<file path="config.mk">
export PLATFORM = sky130hd
export DESIGN_NAME = limb_carry_normaliser
export DESIGN_NICKNAME = d
export VERILOG_FILES = /design/src/rtl/vdf_dsp_pkg.sv /design/src/rtl/limb_carry_normaliser.sv
export SDC_FILE = /design/constraint.sdc
export NUM_CORES = 1
export LEC_CHECK = 0
export ABC_AREA = 1
export BUFFER_PORTS_ARGS = -buffer_cell sky130_fd_sc_hd__buf_2
export CORE_UTILIZATION = 40
export DETAILED_ROUTE_END_ITERATION = 10
export GPL_ROUTABILITY_DRIVEN = 1
export PLACE_DENSITY_LB_ADDON = 0.3
export SLEW_MARGIN = 15
export SYNTH_ARGS = -nofsm -noshare
export SYNTH_HDL_FRONTEND = slang
export SYNTH_SLANG_ARGS = --single-unit
</file>
<file path="constraint.sdc">
create_clock -name clk -period 4.4 [get_ports clk]
set_clock_uncertainty 0.15 [all_clocks]
set_input_delay 0.22 -clock clk [delete_from_list [all_inputs] [get_ports clk]]
set_output_delay 0.22 -clock clk [all_outputs]
set_load 0.01 [all_outputs]
</file>
<file path="src/rtl/vdf_dsp_pkg.sv">
// vdf_dsp_pkg: shared widths and types for the DSP column-sum datapath
package vdf_dsp_pkg;
    localparam int LIMB_W = 17;
    localparam int COL_W  = 48;
    typedef enum logic [1:0] {IDLE, RUN, FLUSH} norm_state_t;
    typedef logic [LIMB_W-1:0] limb_t;
endpackage

</file>
<file path="src/rtl/limb_carry_normaliser.sv">
// limb_carry_normaliser: turns a stream of wide DSP column sums into carry-free limbs,
// flushing the residual carry as extra limbs after the last column.
module limb_carry_normaliser #(
    parameter int LIMB_W = vdf_dsp_pkg::LIMB_W,
    parameter int COL_W  = vdf_dsp_pkg::COL_W
) (
    input  logic              clk,
    input  logic              rst_n,
    input  logic              in_valid,
    output logic              in_ready,
    input  logic [COL_W-1:0]  in_data,
    input  logic              in_sop,
    input  logic              in_eop,
    output logic              out_valid,
    input  logic              out_ready,
    output logic [LIMB_W-1:0] out_data,
    output logic              out_last,
    output logic              err
);
    import vdf_dsp_pkg::*;

    localparam int CARRY_W     = COL_W - LIMB_W + 1;
    localparam int FLUSH_LIMBS = (CARRY_W + LIMB_W - 1) / LIMB_W;
    localparam int FC_W        = FLUSH_LIMBS > 1 ? $clog2(FLUSH_LIMBS) : 1;

    norm_state_t        state, state_nxt;
    logic [CARRY_W-1:0] carry, carry_nxt;
    logic [FC_W-1:0]    fcnt, fcnt_nxt;
    logic [COL_W:0]     sum;
    logic [LIMB_W-1:0]  data_nxt;
    logic               last_nxt, valid_nxt, err_nxt;
    logic               out_free, take, fl_done, fl_load, fl_last;

    assign out_free = !out_valid || out_ready;
    assign in_ready = rst_n && state != FLUSH && out_free;
    assign take     = in_valid && in_ready;
    assign fl_done  = state == FLUSH && out_valid && out_ready && out_last;
    assign fl_load  = state == FLUSH && out_free && !fl_done;
    assign fl_last  = fcnt == FC_W'(FLUSH_LIMBS - 1);
    assign sum      = {1'b0, in_data} + {{LIMB_W{1'b0}}, in_sop ? {CARRY_W{1'b0}} : carry};

    always_comb begin
        state_nxt = state;
        carry_nxt = carry;
        fcnt_nxt  = fcnt;
        err_nxt   = err;
        valid_nxt = out_valid && !out_ready;
        data_nxt  = out_data;
        last_nxt  = out_last;
        if (take) begin
            data_nxt  = sum[LIMB_W-1:0];
            last_nxt  = 1'b0;
            valid_nxt = 1'b1;
            carry_nxt = sum[COL_W:LIMB_W];
            state_nxt = in_eop ? FLUSH : RUN;
            // sop is mandatory in IDLE and forbidden in RUN
            err_nxt   = err || ((state == IDLE) != in_sop);
        end else if (fl_load) begin
            data_nxt  = carry[LIMB_W-1:0];
            last_nxt  = fl_last;
            valid_nxt = 1'b1;
            carry_nxt = carry >> LIMB_W;
            fcnt_nxt  = fl_last ? '0 : fcnt + 1'b1;
        end else if (fl_done) begin
            state_nxt = IDLE;
        end
    end

    always_ff @(posedge clk or negedge rst_n) begin
        if (!rst_n) begin
            state     <= IDLE;
            carry     <= '0;
            fcnt      <= '0;
            err       <= 1'b0;
            out_valid <= 1'b0;
            out_data  <= '0;
            out_last  <= 1'b0;
        end else begin
            state     <= state_nxt;
            carry     <= carry_nxt;
            fcnt      <= fcnt_nxt;
            err       <= err_nxt;
            out_valid <= valid_nxt;
            out_data  <= data_nxt;
            out_last  <= last_nxt;
        end
    end
endmodule
</file>
Word level (Yosys, flattened, before mapping)
Index checks and enable logic that the tools add are counted.
Word-level totals
  flip-flop bits (word level): 55
  bits in latches: 0
  memory bits (writable): 0
  ROM bits: 0
  bits of input ports: 54
  output and inout bits: 21
  word-level logic and storage cells: 47
  memories kept: 0
Operators by class
  $add $sub $neg: 2
  multiply operators: 0
  divide/modulo/power cells: 0
  order comparisons: 0
  equality and inequality tests: 4
  shifts and indexed selects: 0
  mux-type cells: 14
  bitwise operators: 1
  reductions and logical operators: 19
Operator list (count)
  32-bit two-way mux: 3
  48-bit by 32-bit adder with 49-bit output: 1
  17-bit two-way mux: 2
  1-bit logical AND: 9
  2-bit two-way mux: 4
  1-bit two-way mux: 5
  2-bit != test, second input constant: 2
  2-bit AND reduction: 2
  2-bit nonzero test: 2
  1-bit logical NOT: 3
  2-bit equality test, second input constant: 1
  2-bit logical NOT: 1
  1-bit logical OR: 2
  1-bit adder, second input constant: 1
  1-bit != test: 1
  1-bit NOT: 1

Depth between registers and ports, before layout
Gate-level depths: netlist (run 1).
  word-level depth: 8
  depth in mapped cells: 18
  mapped depth without buffers: 17

Worst setup path before layout (run 1)
OpenSTA, ideal clock, no wires.
  kind: input to register
  start point: in in_sop
  end point: reg carry[7]
  setup time: 0.117 ns
  arrival: 2.226 ns
  required time: 4.133 ns
  path slack: 1.907 ns
  stages: 14
  path buffers: 2
  cell sequence: clkbuf_1 > clkbuf_1 > nor2_1 > ha_1 > fa_1 > nand3_1 > nand3_1 > nand2_1 > nand2_2 > nand2_1 > nand3_1 > or2_1 > nand3_1 > nand2_1
Between the ends
  longest elaborated chain between the ends: 3
Ends and longest elaborated chain
  start: declaration: RTL line limb_carry_normaliser.sv:12  | input logic in_sop,
  32-bit two-way mux: RTL line limb_carry_normaliser.sv:40  | assign sum = {1'b0, in_data} + {{LIMB_W{1'b0}}, in_sop ? {CARRY_W{1'b0}} : carry};
  48-bit by 32-bit adder with 49-bit output: RTL line limb_carry_normaliser.sv:40
  32-bit two-way mux: RTL line limb_carry_normaliser.sv:50  | if (take) begin
  end signal: assignment: RTL line limb_carry_normaliser.sv:80  | carry <= carry_nxt;
  end: declaration: RTL line limb_carry_normaliser.sv:27  | logic [CARRY_W-1:0] carry, carry_nxt;
No other way between the ends.
A chain may end at the register's enable or synchronous reset.

Worst setup path after layout (run 1)
  start point: in in_sop
  end point: reg carry[27]
The elaborated chain is that of the path after synthesis.

==> flow_results.org, run 1 <==
** Die
- The floorplan step defined a core boundary enclosing 14,800 um2.
- Row generation in the floorplan step produced 44 rows.
- Number of primary I/O pins :: 75
- DIE AREA :: 15,800 um2
- The die is 126 um tall.
- The initial utilization of the core area, before any placement, comes to 41.5%.
- DIE WIDTH :: 126 um

** Synthesis
- Syn Inst Count :: 1,054
- The mapped netlist covers 6120 um2.
- Warnings, synthesis :: 0
- The share of the Yosys chip area taken by registers is 22.5%.
- Synthesis produced a netlist with a net count of 1,141.
- Leading cell types by total area after synthesis :: nand2_1 23%, dfrtp_1 22%, inv_1 13%
- Distinct cell type count of the synthesized netlist :: 38
- After synthesis, the largest area contributor takes up 22.6% of total cell area.
- After synthesis the netlist holds a flip-flop and latch count of 55.
- Largest area contributor in the synthesized netlist :: nand2_1
- Average size of a mapped cell :: 5.81 um2

** Critical path
- The critical path goes through buf_2 > nor2_1 > ha_1 > fa_1 > nand3_1 > nand3_1 > nand3_1 > nand3_1 > nand2_1 > nand4_1 > nand3_1 > nand2_1.
- Counting buffers and inverters, the worst setup path is 12 cells deep.
- On the worst path, the slowest cell contributes a delay of 0.56 ns.
- The worst setup path is launched from an input pin.
- Along the worst path, the maximum fanout reaches 33.
- Bufs and invs on worst path :: 1
- The most numerous cell type found on the critical path is nand3_1.
- Data on the critical path arrives at its endpoint at 2.72 ns.
- The number of cells on the worst reg-to-reg path is 12.
- Setup Crit Path Kind :: in -> reg
- Required time worst endpoint :: 4.45 ns
- Dominant delay contributor by cell family on the critical path :: simple AND/OR/NAND/NOR gates
- Worst path slowest cell :: buf_2
- Kind of end point of the critical path :: register

** Drt
- Before antenna repair, the detailed router went through 5 iterations.
- The detail route stage leaves a number of antenna-violating nets equal to 0.
- Summed over all layers, the routed wires come to 20.5 mm.
- Drt wl/cell :: 15.7 um
- The final route contains 6,613 vias.
- In the routed design, unresolved DRC markers number 0.
- Drt first-iter violations :: 484
- DR vias/cell :: 5.06

** STA
- Post-route clock period utilization :: 60.8%
- Derived from the worst setup path, the maximum achievable clock frequency is 0.374 GHz.
- The worst path meets setup with 1.73 ns of slack.
- Worst Hold Margin :: 0.0185 ns
- Minimum clock period after layout :: 2.67 ns
- Worst slew margin relative to its limit :: 47.6%
- Hold Violations, Final :: 0
- At the pin with the least slew margin, the transition time is 0.787 ns.
- Setup repair after global routing left no endpoint under its margin.
- Setup violations remaining at the end of the flow were counted as 0.
- The max-slew violation count came to 0.
- Adding up every negative setup slack in the final design gives 0 ns.

** Power and ir drop
- For this design the static power due to leakage is 3.95 nW.
- In this run the power density over the cells is 470 nW/um2.
- IR Drop Worst-Case VDD :: 0.179 mV

** Global route
- Global routing finished with a remaining overflow of 0.
- Met1 usage in global routing :: 36.1%
- Global routing used 26.5% of the available tracks across all layers.
- Entering global routing, the biggest net connects 56 pins.
- Wire length of the first global-routing pass :: 32.1 mm
- Met2 track utilization from global routing :: 42.7%
- The layer flagged by global routing as most heavily used is met2.
- The number of global-route vias before repair is 5,952.
- The initial antenna violation count was 0.
- Global routing usage on met3 :: 3.91%

** Flow run
- Count of max-cap constraint violations :: 0

** Placement
- Worst slack after detailed placement :: 1.45 ns
- After legalization and detailed placement, the total HPWL measured 16.5 mm.
- RePlAce Congestion :: 1.04
- Cell area after placement :: 6650 um2
- The count of buffers added on input and output ports is 74.

** Clock tree
- Maximum count of clock buffers along a single path :: 2
- H-tree levels :: 2
- At the later pin of the worst-skew pair, clock insertion delay measures 0.31 ns.
- In this run the post-CTS setup repair buffer count came out at 0.
- CTS tree :: yes
- Clk Tree Root Cell :: clkbuf_16
- Clock transition at the registers of the reported paths :: 0.09 ns
- Count of instances resized after the clock tree is built :: 0
- Quantity of hold-fixing buffers added after cts :: 0
- TritonCTS created 5 clock buffers.
- The tree built by TritonCTS fans out to 55 sinks.

** Layout
- Number of fill cells in the layout :: 1,646
- The repair_antennas step left the layout with diodes totalling 0.
- Layout Utilization :: 46.1%
- # nets final :: 1,208
- Share of layout cells above drive strength 1 :: 15.7%
- From synthesis to final layout, the design area changed by 11.0%.
- Final instance area :: 6800 um2

** Status
- Run status :: completed

** Worst hold path
- In this run the worst hold path is classified as in -> async.
stage by stage:
stage / power [mW] / std cells
5_1_grt: 3.46 / 1306
6_report: 3.19 / 1306
2_1_floorplan: 2.17 / 1054
3_5_place_dp: 2.74 / 1298
3_3_place_gp: 2.71 / 1298
4_1_cts: 3.19 / 1306
state kept, by name, summed over array words and instances (netlist names):
name	flops
carry	32
out_data	17
out_valid	1
err	1
out_last	1
state	2
fcnt	1
kinds of logic after synthesis:
group	synth area share, %
simple gates	44.3
flops	22.5
fa+ha+maj	6.87
compound gates	9.85
xor+xnor	1.29
buf+inv	15.2
cell usage in the layout (no fill, tap or decap), types with 2 or more instances in the layout:
master and count:
o211ai_1 15, buf_2 74, inv_1 206, nand2_4 2, nor2_2 25, a21oi_1 33, nor2_1 89, clkbuf_16 5
ha_1 32, buf_4 2, nand2_1 368, o21ai_0 21, nand2_2 30, o21bai_1 9, inv_2 16, nand3_2 7
nand3b_1 3, o22ai_1 15, nor2_4 7, dfrtp_1 55, inv_6 2, o221ai_1 2, nand4_1 13, xnor2_1 8
nand3_1 65, nor3_1 4
where the power goes:
part           internal [mW]  switching [mW]
Sequential             0.736           0.108
Combinational          0.610            1.30
Clock                  0.216           0.225
cell usage after synthesis:
| cell type | instances |
|---|---|
| a21o_1 | 1 |
| a21oi_1 | 33 |
| and2_1 | 1 |
| and3_2 | 1 |
| buf_2 | 5 |
| buf_4 | 6 |
| clkbuf_1 | 5 |
| clkinv_1 | 1 |
| dfrtp_1 | 55 |
| fa_1 | 1 |
| ha_1 | 32 |
| inv_1 | 206 |
| inv_2 | 16 |
| inv_4 | 1 |
| nand2_1 | 368 |
| nand2_2 | 30 |
| nand2_4 | 2 |
| nand3_1 | 65 |
| nand3_2 | 7 |
| nand3b_1 | 3 |
| nand4_1 | 13 |
| nor2_1 | 89 |
| nor2_2 | 25 |
| nor2_4 | 7 |
| nor3_1 | 4 |
| nor3_2 | 1 |
| o211ai_1 | 15 |
| o211ai_2 | 1 |
| o21a_1 | 1 |
| o21ai_0 | 21 |
| o21ai_1 | 1 |
| o21ai_2 | 1 |
| o21bai_1 | 9 |
| o221ai_1 | 2 |
| o22ai_1 | 15 |
| or2_1 | 1 |
| xnor2_1 | 8 |
| xor2_1 | 1 |
worst paths after layout:
check                      startpoint           end  slack [ns]
max reg2reg                  carry[0]     carry[27]        1.83
min in group clk               in_eop      state[1]        0.02
max                            in_sop     carry[27]        1.73
min                             rst_n  out_data[13]        0.02
max in group asynchronous       rst_n     carry[20]        3.56
min reg2reg                       err           err        0.33
final cells by class:
type	count	area (um2)	area share, %
inverter	224	843	12.4
timing repair buffer	76	385	5.67
multi-input combinational	759	3810	56.1
tap	184	230	3.39
clock inverter	3	22.5	0.331
clock buffer	5	125	1.84
sequential	55	1380	20.3
metal layers:
metal | up-vias | share of wire, %
met5 | - | 0
met4 | 0 | 2.9
met1 | 2988 | 45
li1 | 3355 | -
met3 | 34 | 7.4
met2 | 236 | 44
No activity file was read; power rests on OpenSTA's default activity.
==> inputs of run 2 (changes only) <==
Clock period 4.4 ns to 2.65 ns, I/O delays scaled along.
==> run 2 against run 1 <==
Compared with the run above:
- worst setup slack worse by 1.5 ns
- register-to-register slack worse by 1.6 ns
- non-clock buffer count up 19
- power up 71%
- sequential share of layout area down 0.49 points
- wire length up 4.2%
==> flow_results.org, run 2 (same netlist as run 1, synthesis figures left out) <==
** Critical path
- The flop-to-flop setup slack came to 0.21 ns (-1.62 ns).
- Dominant delay contributor by cell family on the critical path :: adder cells
- Biggest cell delay along the critical path :: 0.40 ns (-0.16 ns)
- The maximum fanout encountered on the critical timing path is 5 (-85%).
- The critical path is of the reg -> reg type.
- The largest individual stage delay along the critical path comes from the cell fa_1.
- Endpoint arrival time on the critical path :: 2.48 ns (-0.24 ns)
- The required time at the endpoint of the critical path is 2.69 ns (-1.76 ns).
- STA classifies the critical path endpoint as a register.
- Bufs and invs on worst path :: 2 (+1)
- In this design, the critical path's most frequently occurring cell is nand3_1.
- The worst setup path is launched from a register.
- CP Cell Sequence :: inv_1 > nor2_1 > ha_1 > fa_1 > nand3_1 > nand3_1 > nand3_1 > nand3_1 > buf_4 > o21ai_0 > o211ai_1

** Drt
- The number of nets with antenna violations after detailed routing came to 0 (unchanged).
- Routed WL :: 21.3 mm (+4.2%)
- The detailed-routing iteration count for the pre-antenna-repair pass is 5 (unchanged).
- Drt first-iter violations :: 513 (+6.0%)
- DRC violation count after routing :: 0 (unchanged)
- DR vias/cell :: 5.00 (-1.3%)
- The total number of vias is 6,624 (+0.17%).
- The detailed-route wire length per cell came to 16.1 um (+2.7%).

** STA
- Final setup violation count :: 0 (unchanged)
- Final Slew Violations :: 0 (unchanged)
- Tightest Pin Transition :: 0.742 ns (-0.0445 ns)
- The number of hold-slack violations in the final timing report is 0 (unchanged).
- Worst slew margin relative to its limit :: 50.5% (+3.0 points)
- The final critical path takes up 92.1% of the cycle.
- The final worst slack is 0.209 ns (-1.52 ns).
- Max Clock Freq :: 0.410 GHz
- Minimum clock period after layout :: 2.44 ns
- Worst Hold Margin :: 0.0114 ns (-0.00706 ns)
- Setup repair after global routing left no endpoint under its margin.
- Final sum of negative setup slack :: 0 ns (unchanged)

** Clock tree
- The number of clock sinks was 55 (unchanged).
- H-tree levels :: 2 (unchanged)
- CTS tree :: yes
- Maximum count of clock buffers along a single path :: 2 (unchanged)
- The total setup buffers inserted after CTS came to 0 (unchanged).
- Clock transition at the registers of the reported paths :: 0.08 ns (about the same)
- Latest clock arrival within the worst-skew pair :: 0.32 ns (about the same)
- Clk Tree Root Cell :: clkbuf_16
- The CTS buffer count came to 5 (unchanged).

** Global route
- The initial antenna violation count came to 0 (unchanged).
- The overall global routing resource usage is 28.2% (+1.7 points).
- The pin count of the biggest net entering global routing came to 56 (unchanged).
- Via count of the first global-routing pass :: 6,103 (+2.5%)
- Congestion Overflow GR :: 0 (unchanged)
- The wire length of the first global-routing pass is 33.9 mm (+5.7%).

** Layout
- Inserted Diodes :: 0 (unchanged)
- Leaving out fill and tap cells, the most frequent cell in the layout is nand2_1.
- # nets final :: 1,227 (+1.6%)
- Biggest register :: carry
- Syn-to-layout area delta :: 13.8%
- In the layout the commonest cells are 368 x nand2_1, 206 x inv_1, 89 x nor2_1, 74 x buf_2, 64 x nand3_1.
- The filler cell count in the final layout was 1,651 (+0.30%).
- Share of layout cells above drive strength 1 :: 16.7% (+0.97 points)
- Final instance area :: 6970 um2 (+2.5%)
- The core utilization of the finished layout was 47.2% (+1.2 points).
- Register area :: 1380 um2 (unchanged)
- Flip-flop count of the largest register after layout :: 32 (unchanged)
- Largest registers :: carry (32), out_data (17), state (2)
- The area of the multi-input gates is 3820 um2 (+0.13%).

** Placement
- The HPWL reported at the end of detailed placement came to 17.5 mm (+6.5%).
- Worst slack after detailed placement :: 0.158 ns (-1.29 ns)
- The standard cell area after detailed placement was 6770 um2 (+1.8%).
- RePlAce Congestion :: 0.981 (-6.0%)
- I/O Buffers :: 74 (unchanged)

** Flow run
- The count of max-cap constraint violations is 0 (unchanged).

** Power and ir drop
- The reported leakage power came to 4.04 nW (+2.3%).
- IR Drop Worst-Case VDD :: 0.299 mV (+67%)
- Total power divided by cell area :: 783 nW/um2 (+66%)

** Die
- The total core area was 14,800 um2 (unchanged).
- The number of cell rows is 44 (unchanged).
- The boundary pin count came to 75 (unchanged).
- Starting density of the core :: 41.5% (unchanged)
- The width of the die came to 126 um (unchanged).
- DIE AREA :: 15,800 um2 (unchanged)
- Overall die height :: 126 um (unchanged)

** Worst hold path
- The min-delay analysis places its worst path in the category in -> reg.

** Status
- Run status :: completed
run 2: cell count changes in the layout (fill, tap and decap cells not counted), sizes merged:
cell         previous run  this run
buf                    76        90
clkbuf                  5         6
clkinv                  2         1
clkinvlp                0         1
dlygate4sd3             0         5
inv                   225       224
run 2: timing repair:
action	in CTS	in global routing
hold buffers	5	0
endpoints found under the hold margin	60	0
setup endpoints to repair	0	1
gates resized for setup	0	1
run 2: where the power goes:
part | internal (mW) | leakage, nW | switching, mW
Combinational | 1.10 | 3.28 | 2.23
Sequential | 1.22 | 0.689 | 0.186
Clock | 0.357 | 0.0675 | 0.360
Total | 2.68 | 4.04 | 2.77
run 2: per-stage QoR:
stage               cells  power [mW]
finish               1325        5.45
global route         1325        5.92
CTS                  1325        5.44
detailed placement   1312        4.71
global placement     1312        4.68
floorplan            1054        3.60
run 2: per-layer routing:
metal	share of wire, %	wire length, um	GRT usage, %	vias to the layer above
met5	0	0	0	-
met4	2.8	603	10.3	0
li1	-	-	-	3417
met1	46	9860	38.8	2916
met3	7.6	1630	4.46	42
met2	43	9230	44.5	249
run 2: worst reg2reg max path: stages, from the launching register on:
cell      delay [ns]
dfrtp_1         0.38
inv_1           0.07
nor2_1          0.04
ha_1            0.22
fa_1            0.40
nand3_1         0.08
nand3_1         0.16
nand3_1         0.11
nand3_1         0.21
buf_4           0.22
o21ai_0         0.17
o211ai_1        0.11
run 2: final cells by class:
class / instances / area share, %
tap: 184 / 3.31
timing repair buffer: 95 / 7.94
sequential: 55 / 19.8
inverter: 224 / 12.1
clock buffer: 6 / 1.85
multi-input combinational: 759 / 54.8
clock inverter: 2 / 0.234
run 2: worst paths after layout:
path                        startpoint      endpoint  depth (start not counted)
hold / removal             in_data[38]     carry[21]                          4
setup / recovery              carry[0]  out_data[12]                         11
max in group asynchronous        rst_n     carry[19]                          3
hold reg to reg              carry[21]     carry[21]                          2
setup reg to reg              carry[0]  out_data[12]                         11
min in group asynchronous        rst_n  out_data[11]                          3
==> inputs of run 3 (changes only) <==
Settings changed: CAP_MARGIN from default to 20, CORE_UTILIZATION 40 to 55, PLACE_DENSITY_LB_ADDON 0.3 to 0.15.
==> run 3 against run 2 <==
Compared with the run above:
- cell count is 2.7% lower
- combinational power decreased by 1%
- fmax down 2.8%
- cell area fell by 0.20%
- non-clock buffer count grew 8
- core utilization increased by 17 points
- global-route usage grew 8.7 points
- via count grew 1.8%
- sequential power is essentially flat
- die area is 27% lower
- largest cell class unchanged
- largest power group unchanged
==> flow_results.org, run 3 (same netlist as run 1, synthesis figures left out) <==
** Drt
- Routed WL :: 20.5 mm (-4.0%)
- Drt first-iter violations :: 591 (+15%)
- Number of routed nets with antenna violations :: 0 (unchanged)
- The detailed-routing iteration count for the pre-antenna-repair pass came to 5 (unchanged).
- The via-per-instance ratio was 5.23 (+4.6%).
- The detailed-route wire length per cell was 15.9 um (-1.3%).
- The DRC violation count after routing came to 0 (unchanged).
- The total number of vias is 6,743 (+1.8%).

** STA
- Max Clock Freq :: 0.398 GHz (-2.8%)
- Worst slew margin relative to its limit :: 49.5% (-0.99 points)
- The final worst slack is 0.137 ns (-0.0715 ns).
- Post-route clock period utilization :: 94.8% (+2.7 points)
- The number of hold-slack violations in the final timing report was 0 (unchanged).
- Minimum clock period after layout :: 2.51 ns (+0.0715 ns)
- Final Slew Violations :: 0 (unchanged)
- The accumulated negative setup slack came to 0 ns (unchanged).
- The number of endpoints failing setup at the final stage came to 0 (unchanged).
- Unrepaired setup endpoints after global routing :: false
- The actual transition at the worst max-transition pin is 0.757 ns (+0.0148 ns).

** Flow run
- The count of max-cap constraint violations is 0 (unchanged).

** Die
- DIE WIDTH :: 107 um (-14%)
- The total core area came to 10,800 um2 (-27%).
- The effective utilization at floorplan came to 56.5% (+15 points).
- Overall die height :: 107 um (-14%)
- Number of primary I/O pins :: 75 (unchanged)
- DIE AREA :: 11,600 um2 (-27%)
- Floorplan row count :: 38 (-14%)

** Power and ir drop
- The cell-internal power is 2.60 mW (-3.1%).
- The relative contribution of the clock network to total power is 11.7% (-1.5 points).
- The switching power total is 2.72 mW (-1.8%).
- The power density over cell area came to 765 nW/um2 (-2.3%).
- Leak Pwr :: 4.05 nW (+0.39%)
- Comb pwr share :: 61.9% (+0.9 points)
- IR Drop Worst-Case VDD :: 0.508 mV (+70%)
- Sw Share :: 51.2% (+0.32 points)
- Sequential fraction of design power :: 26.4% (+0.6 points)

** Layout
- Area of the multi-input gates :: 3820 um2 (unchanged)
- The area growth from synthesis to layout is 13.6%.
- The sequential standard cell area came to 1380 um2 (unchanged).
- The flip-flop count of the largest register after layout is 32 (unchanged).
- Number of fill cells in the layout :: 1,092 (-34%)
- The fraction of layout cells with a size suffix above 1 was 16.3% (-0.38 points).
- Inserted Diodes :: 0 (unchanged)
- The top cell types in the final layout, fill and taps aside, are 368 x nand2_1, 206 x inv_1, 89 x nor2_1, 74 x buf_2, 64 x nand3_1.
- Most common cell after layout, fill and taps aside :: nand2_1
- The register with the most flip-flops in the final layout is carry.
- Largest registers :: carry (32), out_data (17), state (2)
- # nets final :: 1,235 (+0.65%)
- The final non-filler cell area is 6950 um2 (-0.20%).

** Critical path
- Tracing the worst setup path back leads to its startpoint at carry[0].
- The flop-to-flop setup slack is 0.14 ns (-0.07 ns).
- The worst setup path is captured at a register.
- The most critical setup path has its endpoint at carry[7].
- The worst register-to-register path begins at carry[0].
- Capturing point of the worst reg2reg path :: carry[7]
- The worst reg2reg path depth came to 13 (+2).
- The worst setup path is launched from a register.
- The maximum fanout encountered on the critical timing path came to 5 (unchanged).
- Endpoint arrival time on the critical path :: 2.60 ns (+0.12 ns)
- The required time at the endpoint of the critical path is 2.74 ns (+0.05 ns).
- Setup Crit Path Kind :: reg -> reg

** Placement
- I/O Buffers :: 74 (unchanged)
- Cell area after placement :: 6680 um2 (-1.3%)
- The final estimated routing congestion in global placement is 1.04 (+5.6%).
- The worst slack after detailed placement came to 0.131 ns (-0.0268 ns).
- Half-perimeter wire length of the detailed placement result :: 16.7 mm (-4.5%)

** Global route
- The pin count of the biggest net entering global routing was 56 (unchanged).
- Wire length of the first global-routing pass :: 31.7 mm (-6.4%)
- After global routing, the most crowded layer is met2.
- The met3 routing resource usage after global routing was 4.84% (+0.38 points).
- Congestion Overflow GR :: 0 (unchanged)
- The initial antenna violation count is 0 (unchanged).
- Met1 usage in global routing :: 47.7% (+8.9 points)
- Met2 track utilization from global routing :: 60.9% (+16 points)
- The number of global-route vias before repair was 6,188 (+1.4%).
- The overall global routing resource usage came to 36.9% (+8.7 points).

** Clock tree
- Sink Count :: 55 (unchanged)
- Clock transition at the registers of the reported paths :: 0.12 ns (+0.04 ns)
- The number of buffers on the longest clock path came to 2 (unchanged).
- Clk Tree Root Cell :: clkbuf_8
- TritonCTS built the clock tree.
- The CTS buffer count was 5 (unchanged).
- Latest clock arrival within the worst-skew pair :: 0.35 ns (+0.03 ns)
- The total setup buffers inserted after CTS was 0 (unchanged).
- The maximum level of the CTS H-tree is 2 (unchanged).

** Worst hold path
- The tightest min-delay check is of the in -> reg type.

** Status
- The flow ran to the end, and the final reports show no timing, DRC or antenna violations.
[run 3: changes by cell type in the layout (fill, tap and decap cells not counted), sizes merged]
| cell | previous run | this run |
|---|---|---|
| clkinvlp | 1 | 0 |
| dlygate4sd3 | 5 | 16 |
| bufinv | 0 | 1 |
| buf | 90 | 87 |
[run 3: power by group through the flow]
stage	logic, mW	registers [mW]	clock network (mW)
5_1_grt	3.63	1.44	0.657
3_5_place_dp	3.21	1.42	0
6_report	3.29	1.40	0.622
4_1_cts	3.25	1.40	0.624
3_3_place_gp	3.19	1.40	0
2_1_floorplan	2.15	1.45	0
[run 3: worst min-delay path by stage]
stage / startpoint / end / slack [ns] / depth (start not counted)
6_report: in_data[0] / out_data[0] / 0.03 / 4
5_1_grt: in_data[0] / out_data[0] / 0.04 / 4
4_1_cts: in_data[32] / carry[15] / 0.02 / 4
3_5_place_dp: in_eop / state[1] / 0.24 / 3
3_3_place_gp: in_eop / state[1] / 0.24 / 3
2_1_floorplan: rst_n / carry[0] / -0.31 / 0
[run 3: stage by stage]
step	std cells	util [%]	hold WS, ns	total power [mW]
2_1_floorplan	1054	-	-0.313	3.60
3_3_place_gp	1265	61.6	0.243	4.60
3_5_place_dp	1265	61.6	0.241	4.63
4_1_cts	1289	64.1	0.0225	5.27
5_1_grt	1289	64.1	0.0372	5.73
6_report	1289	64.1	0.0316	5.32
[run 3: timing repair]
item	CTS	global route
endpoints found under the hold margin	71	0
hold buffers	16	0
resized for setup	0	1
setup endpoints to repair	0	6
[run 3: cell type report]
type                            instances  share of cell area (%)
Multi-Input combinational cell        759                    54.9
Clock buffer                            6                    1.04
Sequential cell                        55                    19.8
Clock inverter                          2                   0.558
Inverter                              224                    12.1
Timing Repair Buffer                  103                    9.04
Tap cell                              140                    2.52
[run 3: per-layer routing]
metal,vias to the layer above,part of all wire (%)
li1,3421,-
met1,2992,44
met2,281,45
met3,49,6.4
met4,0,4.2
met5,-,0
[run 3: worst max-delay path, stage by stage, from the launching register on]
cell and delay [ns]:
dfrtp_1 0.40, inv_1 0.09, nor2_1 0.05, ha_1 0.23, fa_1 0.42, nand3_1 0.11, nand3_2 0.15, nand2_1 0.12
nand2_2 0.11, nand2_1 0.08, nand3_1 0.11, or2_1 0.22, nand3_1 0.09, nand2_1 0.07
